File: src/rtl/ball_position_tracker_if.sv
// Purpose : wall-ROM read handshake between the ball tracker (master) and the maze map ROM (slave).
// Latency : request is a single-cycle map_rd strobe; the response arrives on map_valid any number of cycles later.
// Backpr. : no backpressure; the master gives up after its own timeout if map_valid never arrives.
// Ports   : map_rd/map_addr (master -> ROM), map_valid/map_data (ROM -> master, map_data 1 = wall).
interface ball_position_tracker_if;
    logic       map_rd;
    logic [7:0] map_addr;
    logic       map_valid;
    logic       map_data;

    modport master (
        output map_rd,
        output map_addr,
        input  map_valid,
        input  map_data
    );

    modport slave (
        input  map_rd,
        input  map_addr,
        output map_valid,
        output map_data
    );
endinterface

File: src/rtl/ball_position_tracker.sv
// Purpose : turns 4-bit move pulses into one-cell ball steps on a 16x16 maze, checking each target cell in the wall ROM.
// Latency : single axis with a 1-cycle ROM: pulse sampled at T0, map_rd in T0, position updates at edge T3, moved in T3, idle at T4.
// Backpr. : pulses are only sampled while idle (busy low); anything arriving while busy is dropped.
// Ports   : clk, reset (async active-low), move_pulses {y_inc,y_dec,x_inc,x_dec}, restart (sync),
//           rom (map read handshake, master side), x_pos/y_pos, moved, goal_reached, busy, move_count.
module ball_position_tracker #(
    parameter logic [3:0]  START_X     = 4'd0,
    parameter logic [3:0]  START_Y     = 4'd0,
    parameter logic [3:0]  GOAL_X      = 4'd15,
    parameter logic [3:0]  GOAL_Y      = 4'd15,
    parameter int unsigned MAP_TIMEOUT = 8
) (
    input  logic                          clk,
    input  logic                          reset,
    input  logic [3:0]                    move_pulses,
    input  logic                          restart,
    ball_position_tracker_if.master       rom,
    output logic [3:0]                    x_pos,
    output logic [3:0]                    y_pos,
    output logic                          moved,
    output logic                          goal_reached,
    output logic                          busy,
    output logic [15:0]                   move_count
);

    // Last timeout-counter value before the target is treated as a wall,
    // so a WAIT state lasts exactly MAP_TIMEOUT cycles without a response.
    localparam logic [7:0] TMO_LAST = 8'(MAP_TIMEOUT - 1);

    typedef enum logic [2:0] {
        IDLE   = 3'd0,
        REQ_X  = 3'd1,
        WAIT_X = 3'd2,
        REQ_Y  = 3'd3,
        WAIT_Y = 3'd4,
        FINISH = 3'd5
    } state_t;

    state_t      state_q, state_d;
    logic [3:0]  x_q, x_d, y_q, y_d;
    logic [3:0]  x0_q, x0_d, y0_q, y0_d;      // position sampled in IDLE
    logic        xreq_q, xreq_d, xinc_q, xinc_d;
    logic        yreq_q, yreq_d, yinc_q, yinc_d;
    logic [7:0]  addr_q, addr_d;
    logic [7:0]  tmo_q, tmo_d;
    logic        goal_q, goal_d;
    logic [15:0] count_q, count_d;

    logic        x_inc_req, x_dec_req, y_inc_req, y_dec_req;
    logic        x_ok, y_ok;
    logic [3:0]  cand_x, cand_y;
    logic [7:0]  cand_addr;
    logic        rsp_done, rsp_open, pos_changed;

    // Request decode; a request pointing off the grid never reaches the ROM.
    always_comb begin
        x_inc_req = move_pulses[1] & ~move_pulses[0];
        x_dec_req = move_pulses[0] & ~move_pulses[1];
        y_inc_req = move_pulses[3] & ~move_pulses[2];
        y_dec_req = move_pulses[2] & ~move_pulses[3];
        x_ok      = ~goal_q & ((x_inc_req & (x_q != 4'd15)) | (x_dec_req & (x_q != 4'd0)));
        y_ok      = ~goal_q & ((y_inc_req & (y_q != 4'd15)) | (y_dec_req & (y_q != 4'd0)));
    end

    // Candidates are built from the live position, so the y check sees the
    // x result of a diagonal move.
    always_comb begin
        cand_x      = xinc_q ? (x_q + 4'd1) : (x_q - 4'd1);
        cand_y      = yinc_q ? (y_q + 4'd1) : (y_q - 4'd1);
        cand_addr   = (state_q == REQ_X) ? {y_q, cand_x} : {cand_y, x_q};
        rsp_done    = rom.map_valid | (tmo_q == TMO_LAST);
        rsp_open    = rom.map_valid & ~rom.map_data;
        pos_changed = (x_q != x0_q) | (y_q != y0_q);
    end

    // State register
    always_ff @(posedge clk or negedge reset) begin
        if (!reset) begin
            state_q <= IDLE;
        end else begin
            state_q <= state_d;
        end
    end

    // Next-state logic
    always_comb begin
        state_d = state_q;
        case (state_q)
            IDLE: begin
                if (x_ok) begin
                    state_d = REQ_X;
                end else if (y_ok) begin
                    state_d = REQ_Y;
                end
            end
            REQ_X:  state_d = WAIT_X;
            WAIT_X: begin
                if (rsp_done) begin
                    state_d = yreq_q ? REQ_Y : FINISH;
                end
            end
            REQ_Y:  state_d = WAIT_Y;
            WAIT_Y: begin
                if (rsp_done) begin
                    state_d = FINISH;
                end
            end
            FINISH:  state_d = IDLE;
            default: state_d = IDLE;
        endcase
        if (restart) begin
            state_d = IDLE;
        end
    end

    // Output logic
    always_comb begin
        rom.map_rd   = (state_q == REQ_X) | (state_q == REQ_Y);
        rom.map_addr = rom.map_rd ? cand_addr : addr_q;
        busy         = (state_q != IDLE);
        moved        = (state_q == FINISH) & pos_changed;
    end

    // Datapath next-state
    always_comb begin
        x_d     = x_q;
        y_d     = y_q;
        x0_d    = x0_q;
        y0_d    = y0_q;
        xreq_d  = xreq_q;
        xinc_d  = xinc_q;
        yreq_d  = yreq_q;
        yinc_d  = yinc_q;
        addr_d  = addr_q;
        tmo_d   = tmo_q;
        goal_d  = goal_q;
        count_d = count_q;
        case (state_q)
            IDLE: begin
                x0_d   = x_q;
                y0_d   = y_q;
                xreq_d = x_ok;
                xinc_d = x_inc_req;
                yreq_d = y_ok;
                yinc_d = y_inc_req;
            end
            REQ_X, REQ_Y: begin
                addr_d = cand_addr;
                tmo_d  = 8'd0;
            end
            WAIT_X: begin
                tmo_d = tmo_q + 8'd1;
                if (rsp_open) begin
                    x_d = cand_x;
                end
            end
            WAIT_Y: begin
                tmo_d = tmo_q + 8'd1;
                if (rsp_open) begin
                    y_d = cand_y;
                end
            end
            FINISH: begin
                if (pos_changed && (count_q != 16'hFFFF)) begin
                    count_d = count_q + 16'd1;
                end
                if ((x_q == GOAL_X) && (y_q == GOAL_Y)) begin
                    goal_d = 1'b1;
                end
            end
            default: ;
        endcase
        if (restart) begin
            x_d     = START_X;
            y_d     = START_Y;
            addr_d  = 8'd0;
            goal_d  = 1'b0;
            count_d = 16'd0;
        end
    end

    always_ff @(posedge clk or negedge reset) begin
        if (!reset) begin
            x_q     <= START_X;
            y_q     <= START_Y;
            x0_q    <= START_X;
            y0_q    <= START_Y;
            xreq_q  <= 1'b0;
            xinc_q  <= 1'b0;
            yreq_q  <= 1'b0;
            yinc_q  <= 1'b0;
            addr_q  <= 8'd0;
            tmo_q   <= 8'd0;
            goal_q  <= 1'b0;
            count_q <= 16'd0;
        end else begin
            x_q     <= x_d;
            y_q     <= y_d;
            x0_q    <= x0_d;
            y0_q    <= y0_d;
            xreq_q  <= xreq_d;
            xinc_q  <= xinc_d;
            yreq_q  <= yreq_d;
            yinc_q  <= yinc_d;
            addr_q  <= addr_d;
            tmo_q   <= tmo_d;
            goal_q  <= goal_d;
            count_q <= count_d;
        end
    end

    assign x_pos        = x_q;
    assign y_pos        = y_q;
    assign goal_reached = goal_q;
    assign move_count   = count_q;

endmodule

File: src/flat_wrapper.sv
// flat-port wrapper written by rule: the top's interface ports become plain ports
module ball_position_tracker_flat 
#(
    parameter logic [3:0]  START_X     = 4'd0,
    parameter logic [3:0]  START_Y     = 4'd0,
    parameter logic [3:0]  GOAL_X      = 4'd15,
    parameter logic [3:0]  GOAL_Y      = 4'd15,
    parameter int unsigned MAP_TIMEOUT = 8
)
  (clk, reset, move_pulses, restart, x_pos, y_pos, moved, goal_reached, busy, move_count, rom_map_rd, rom_map_addr, rom_map_valid, rom_map_data);
  ball_position_tracker_if rom_i ();
  input  logic clk;
  input  logic reset;
  input  logic [3:0] move_pulses;
  input  logic restart;
  output logic [3:0] x_pos;
  output logic [3:0] y_pos;
  output logic moved;
  output logic goal_reached;
  output logic busy;
  output logic [15:0] move_count;
  output wire logic [$bits(rom_i.map_rd)-1:0] rom_map_rd;
  output wire logic [$bits(rom_i.map_addr)-1:0] rom_map_addr;
  input wire logic [$bits(rom_i.map_valid)-1:0] rom_map_valid;
  input wire logic [$bits(rom_i.map_data)-1:0] rom_map_data;
  assign rom_map_rd = rom_i.map_rd;
  assign rom_map_addr = rom_i.map_addr;
  assign rom_i.map_valid = rom_map_valid;
  assign rom_i.map_data = rom_map_data;
  ball_position_tracker #(.START_X(START_X), .START_Y(START_Y), .GOAL_X(GOAL_X), .GOAL_Y(GOAL_Y), .MAP_TIMEOUT(MAP_TIMEOUT)) u_core (.clk(clk), .reset(reset), .move_pulses(move_pulses), .restart(restart), .rom(rom_i), .x_pos(x_pos), .y_pos(y_pos), .moved(moved), .goal_reached(goal_reached), .busy(busy), .move_count(move_count));
endmodule
File: config.mk
export PLATFORM = sky130hd
export DESIGN_NAME = ball_position_tracker_flat
export DESIGN_NICKNAME = d
export VERILOG_FILES = /design/src/rtl/ball_position_tracker_if.sv /design/src/rtl/ball_position_tracker.sv /design/src/flat_wrapper.sv
export SDC_FILE = /design/constraint.sdc
export NUM_CORES = 1
export LEC_CHECK = 0
export ABC_CLOCK_PERIOD_IN_PS = 4000
export CAP_MARGIN = 20
export CORE_MARGIN = 3
export CORE_UTILIZATION = 59
export CTS_CLUSTER_DIAMETER = 80
export DETAILED_ROUTE_END_ITERATION = 8
export GPL_ROUTABILITY_DRIVEN = 0
export GPL_TIMING_DRIVEN = 0
export PLACE_DENSITY = 0.85
export SETUP_SLACK_MARGIN = 0.02
export SYNTH_ARGS = -nofsm -noshare
export SYNTH_HDL_FRONTEND = slang
export SYNTH_SLANG_ARGS = --single-unit
File: constraint.sdc
create_clock -name clk -period 4 [get_ports clk]
set_clock_uncertainty 0.2 [all_clocks]
set_input_delay 1.2 -clock clk [delete_from_list [all_inputs] [get_ports clk]]
set_output_delay 1.2 -clock clk [all_outputs]
set_load 0.05 [all_outputs]
# Word level (Yosys, flattened, before mapping)
# Cells that the tools add are included.
[totals]
ff_bits = 55
in_bits = 9
out_inout_bits = 36
wordCells = 104
[classes]
add_sub_neg = 6
n_eq_ne = 16
n_mux = 26
bitwise_logic = 23
reduce_logical = 21
[ops]
columns = ["cell", "n"]
rows = [
  ["2-to-1 mux 16 bit", 3],
  ["2-to-1 mux 4 bit", 8],
  ["2-to-1 mux 8 bit", 4],
  ["2-to-1 mux 3 bit", 6],
  ["adder 16 x 1 -> 16 bit, second input constant", 1],
  ["!= test 16 bit, second input constant", 1],
  ["case mux 8 bit (2 select lines)", 1],
  ["nonzero test 2 bit", 8],
  ["case mux 3 bit (5 select lines)", 1],
  ["AND 1 bit", 12],
  ["adder 4 x 1 -> 4 bit, second input constant", 2],
  ["adder 8 x 1 -> 8 bit, second input constant", 1],
  ["== test 4 bit, second input constant", 2],
  ["== test 8 x 3 -> 1 bit, second input constant", 1],
  ["!= test 4 bit", 2],
  ["!= test 4 bit, second input constant", 2],
  ["AND reduction 2 bit", 4],
  ["nonzero test 4 bit", 2],
  ["subtractor 4 x 1 -> 4 bit, second input constant", 2],
  ["== test 3 x 2 -> 1 bit, second input constant", 2],
  ["== test 3 bit, second input constant", 2],
  ["!= test 3 x 2 -> 1 bit, second input constant", 2],
  ["NOT 1 bit", 6],
  ["OR 1 bit", 5],
  ["other kinds (8)", 12],
]

# Longest topological paths before layout
[depth]
ltp_word = 9
ltp_mapped = 7
mapped_depth_nobuf = 7

# Least setup slack after synthesis
# Ideal clock, no wire load.
[synth_path]
path_kind = "register to output"
startpoint = "reg u_core.y_q[0], in the netlist u_core.y_pos[0]"
endpoint = "out rom_map_addr[6]"
t_arrival_ns = 2.772
required_ns = 2.600
path_slack_ns = -0.172
stages_incl_launch_ff = 6
path_buffers = 0
path_cell_list = "dfrtp_1 > inv_1 > fa_1 > xnor2_1 > mux2i_1 > o21ai_0"
[synth_via]
elab_chain_len = 4
elab_cells_between_ends = 5
classes_between = "add/sub (2); mux (3)"
[synth_rtl]
columns = ["element", "line_no", "source"]
rows = [
  ["from (decl)", "ball_position_tracker.sv:40", "logic [3:0] x_q, x_d, y_q, y_d;"],
  ["from (signal assigned)", "ball_position_tracker.sv:198", "y_q <= y_d;"],
  ["subtractor 4 x 1 -> 4 bit / adder 4 x 1 -> 4 bit (equally long branches)", "ball_position_tracker.sv:69", "cand_y = yinc_q ? (y_q + 4'd1) : (y_q - 4'd1);"],
  ["2-to-1 mux 4 bit *", "ball_position_tracker.sv:69", ""],
  ["2-to-1 mux 8 bit *", "ball_position_tracker.sv:70", "cand_addr = (state_q == REQ_X) ? {y_q, cand_x} : {cand_y, x_q};"],
  ["2-to-1 mux 8 bit *", "ball_position_tracker.sv:119", "rom.map_addr = rom.map_rd ? cand_addr : addr_q;"],
  ["to (decl)", "flat_wrapper.sv:23", "output wire logic [$bits(rom_i.map_addr)-1:0] rom_map_addr;"],
]
# Mark *: on every way between the ends. The rest lies on a longest branch, timed or not.

# Worst setup path after layout
[layout_path]
startpoint = "reg u_core.x_q[1], in the netlist u_core.x_pos[1]"
endpoint = "out rom_map_addr[3]"
[layout_via]
elab_chain_len = 4
elab_cells_between_ends = 5
classes_between = "add/sub (2); mux (3)"
[layout_rtl]
columns = ["element", "line_no", "source"]
rows = [
  ["from (decl)", "ball_position_tracker.sv:40", ""],
  ["from (signal assigned)", "ball_position_tracker.sv:184", "x_q <= START_X;"],
  ["from (signal assigned)", "ball_position_tracker.sv:197", "x_q <= x_d;"],
  ["subtractor 4 x 1 -> 4 bit / adder 4 x 1 -> 4 bit (equally long branches)", "ball_position_tracker.sv:68", "cand_x = xinc_q ? (x_q + 4'd1) : (x_q - 4'd1);"],
  ["2-to-1 mux 4 bit *", "ball_position_tracker.sv:68", ""],
  ["2-to-1 mux 8 bit *", "ball_position_tracker.sv:70", ""],
  ["2-to-1 mux 8 bit *", "ball_position_tracker.sv:119", ""],
]
# Marked as above.

==> results.md <==
Status:
- The flow ran to the end, and the final reports show no timing, DRC or antenna violations.

Cells and area:
- The top cell types in the final layout, fill and taps aside, are 53 x dfrtp_1, 33 x clkdlybuf4s50_1, 28 x nor2_1, 26 x nand2_1, 25 x a21oi_1.
- For this run, the post-layout net count is roughly 420.
- The library cell used most frequently in the layout, excluding fill and tap cells, is dfrtp_1.
- From synthesis to final layout, the design area changed by 18.8%.
- The share of post-route cells with drive strength above 1 is roughly a tenth.
- The antenna diode count is 0.
- Once layout is done, the placed cells without fillers occupy just under 4000 um^2.
- The filler-free cell count of the finished design is roughly 480.

Setup path:
- At the worst endpoint, the arrival time is 2.43 ns.
- Along the worst path, the maximum fanout reaches 8.
- The cell family with the largest share of critical-path delay is compound AO/OA/AOI/OAI gates.
- By startpoint and endpoint, the worst setup path is classified as reg2out.
- STA puts the critical path data required time at 2.60 ns.
- STA classifies the critical path endpoint as an output port.
- In this design, the stage delay of the slowest critical-path cell is approximately 0.5 ns.
- STA classifies the critical path startpoint as a flip-flop.
- The buffering stage count on the worst path with inverters included is 1.
- The cell at the slowest stage of the critical path is dfrtp_1.
- The launching instance or port of the critical path is u_core.x_pos[1].
- Walking the worst path, the cells encountered are ha_1 -> a21o_1 -> a21oi_2 -> mux2i_1 -> xor2_1 -> a21oi_1 -> clkdlybuf4s18_2.
- The worst flop-to-flop path startpoint is u_core.y_pos[1].

Route:
- The violation count after the first detailed-routing iteration is around 320.
- The routed wire length is slightly below 8000 um.
- The average routed wire per standard cell is between 15 and 20 um.
- Across all layers, the routed design uses ~2900 vias.
- The DRC violation count after routing is 0.
- In this run the remaining antenna-violating nets after routing total 0.
- In the routed layout, each cell is associated on average with a via count of ~6.1.
- The number of search-and-repair iterations in the first detailed-routing pass is 5.

Clock tree:
- The post-CTS clock slew at the launch and capture registers of the worst setup and hold paths is ~0.10 ns.
- The clock root buffer is clkbuf_8.
- The clock tree from TritonCTS is done.
- The hold buffer count at CTS is 0.
- The clock latency on the worst-skew pair is 0.31 ns.
- The longest clock path from root to sink contains 2 buffers.
- The H-tree was split into 2 levels.
- Counting every sink on the clock net gives between 50 and 60.
- The number of buffers created by CTS is 5.

Die:
- Pin placement for this block handled 45 I/O pins.
- The height of the die is 80.3 um.
- The floorplan step defined a die boundary enclosing 6450 um^2.
- The width of the chip is approximately 80 um.
- The initial standard-cell utilization of the core is roughly 62%.
- The core region area is approximately 5200 um^2.
- Row generation in the floorplan step produced 26 rows.

STA:
- The time the worst path needs with I/O delays and setup is between 3 and 4 ns.
- Static timing analysis puts the maximum clock frequency at 261 MHz.
- The tightest hold margin is between 0.3 and 0.4 ns.
- The worst max-slew margin expressed relative to the limit is 62.9%.
- The slew of the pin with the lowest slew margin is between 0.5 and 0.6 ns.
- The final-report max-slew violation count is 0.
- Setup repair after global routing left no endpoint under its margin.
- The setup TNS is 0 ns.
- The final critical path takes up a little over nine tenths of the cycle.
- The final-report setup violation count is 0.
- The number of hold violations in the final report came to 0.

GRT:
- The final global-route overflow total is 0.
- The first global-routing pass estimated ~13000 um of wire.
- The via count of the first global-routing pass is ~2900.
- The global-route usage over all layers is 26.4%.
- The number of antenna violations at the first check in global routing came to 0.
- The pin count of the biggest net entering global routing is 40.

Yosys:
- The synthesized netlist occupies a cell area of about 3300 um^2.
- The Yosys step of the flow raised 0 warnings.
- The count of flip-flops with a built-in enable after synthesis is 0.
- The number of unique standard cell types used by synthesis is 54.
- The register area share after synthesis is around 42%.
- The net count after synthesis is 369.
- Dividing the synthesized area by the synthesized cell count gives approximately 9.3 um^2.
- The top flip-flop cell by instance count after synthesis is dfrtp_1.
- Counting flops and latches in the post-synthesis netlist gives 55.
- The cell count after synthesis is 352.
- The async set or reset register ratio after synthesis is 100%.

Pwr:
- Per report_power, the clock group accounts for a little under a fifth of the total.
- The share of total power dissipated in combinational logic is ~41%.
- The post-layout total power is roughly 1.7 mW.
- The internal power is 993 uW.
- Dividing total power by cell area gives a power density of about 440 nW/um^2.
- The peak ir drop on the vdd network is 0.000370 V.
- The net switching power of the design is between 700 and 800 uW.
- The proportion of power drawn by flip-flops and latches is around 40%.
- The static leakage power is 1.63 nW.
- The fraction of power spent switching nets is approximately two fifths.

Flow run:
- The number of maximum-capacitance constraint violations is 0.

Min path:
- The worst hold path startpoint is u_core.yreq_q.
- The type of the most critical hold path is reg2reg.

Place:
- The total cell area at the placement stage is between 3000 and 4000 um^2.
- The post-detailed-placement half-perimeter wirelength is just under 6000 um.
- The total placed cells including tap cells is between 400 and 500.
- Input and output buffers added on the ports amount to 44.
per-stage QoR:
| step | utilization, % | setup slack [ns] |
|---|---|---|
| after floorplan | - | 0.0481 |
| after global placement | 72.3 | -0.206 |
| after detailed placement | 72.6 | -0.0454 |
| after CTS | 73.9 | 0.0416 |
| after global routing | 73.9 | 0.0243 |
| final | 73.9 | 0.174 |
routing by layer:
| metal | track usage [%] | routed length, um |
|---|---|---|
| met2 | 45.0 | 4000 |
| met5 | 0 | 0 |
| met4 | 8.78 | 85 |
| met1 | 34.3 | 3400 |
| met3 | 3.70 | 381 |
synth_stat cells (all sizes together), types with 5 or more instances:
| master | instances | share of area [%] |
|---|---|---|
| nand3 | 17 | 2.6 |
| mux2i | 8 | 2.5 |
| nand2b | 6 | 1.2 |
| buf | 8 | 1.6 |
| or4 | 11 | 2.5 |
| o31ai | 11 | 2.5 |
| ha | 6 | 2.3 |
| a21oi | 26 | 4.0 |
| mux2 | 9 | 3.1 |
| nand4 | 6 | 1.7 |
| nor3 | 5 | 0.92 |
| xnor2 | 17 | 4.6 |
| o21ai | 27 | 4.3 |
| and3 | 5 | 1.0 |
| nor2 | 28 | 3.2 |
| dfrtp | 55 | 42 |
| nand2 | 26 | 3.0 |
| inv | 8 | 0.92 |
| clkbuf | 14 | 1.7 |
| nor2b | 9 | 1.7 |
| o211ai | 5 | 1.6 |
final cells by class:
type	instances	area (um^2)
Buffer	22	106
Fill cell	397	1370
Timing Repair Buffer	45	434
Clock inverter	2	12.5
Multi-Input combinational cell	265	1740
Tap cell	70	87.6
Clock buffer	6	72.6
Sequential cell	55	1380
Inverter	10	37.5
power by group through the flow:
stage | Clock [mW] | Sequential [mW] | Combinational, mW
6_report | 0.313 | 0.696 | 0.703
5_1_grt | 0.336 | 0.705 | 0.768
4_1_cts | 0.316 | 0.692 | 0.702
3_5_place_dp | 0 | 0.702 | 0.719
3_3_place_gp | 0 | 0.699 | 0.691
2_1_floorplan | 0 | 0.700 | 0.513
logic make-up (layout without fill, tap and decap cells):
logic type,after synthesis,after routing,synth area share (%)
xor+xnor,20,20,5.38
flops,55,55,42.3
mux,17,17,5.57
simple gates,132,132,22.0
fa+ha+maj,8,8,3.53
compound gates,88,88,16.8
buf+inv,32,85,4.42
state kept, by name, summed over array words and instances (netlist names):
signal               flops
u_core.move_count       16
u_core.addr_q            8
u_core.tmo_q             8
u_core.x0_q              4
u_core.x_pos             4
u_core.y0_q              4
u_core.y_pos             4
u_core.state_q           3
u_core.goal_reached      1
u_core.xinc_q            1
u_core.yinc_q            1
u_core.yreq_q            1
path summary, 6_finish.rpt:
check,cells after the start,endpoint,slack (ns)
setup reg to reg,6,u_core.y_pos[3],1.81
max in group asynchronous,2,u_core.yinc_q,2.44
hold / removal,2,u_core.yreq_q,0.30
hold reg to reg,2,u_core.yreq_q,0.30
min in group asynchronous,1,u_core.tmo_q[2],0.61
setup / recovery,7,rom_map_addr[3],0.17
worst reg2reg max path, delay by kind of cell (launching register included):
| family | cells | cell delay [ns] |
|---|---|---|
| adder cells (fa/ha/maj) | 1 | 0.35 |
| AO/OA/AOI/OAI | 3 | 0.62 |
| AND/OR/NAND/NOR | 1 | 0.35 |
| flip-flops | 1 | 0.50 |
| XOR/XNOR | 1 | 0.12 |
repair_timing:
item	in CTS	in global routing
setup endpoints to repair	9	7
setup buffers	0	0
resized for setup	15	13
No activity file was read; power rests on OpenSTA's default activity.
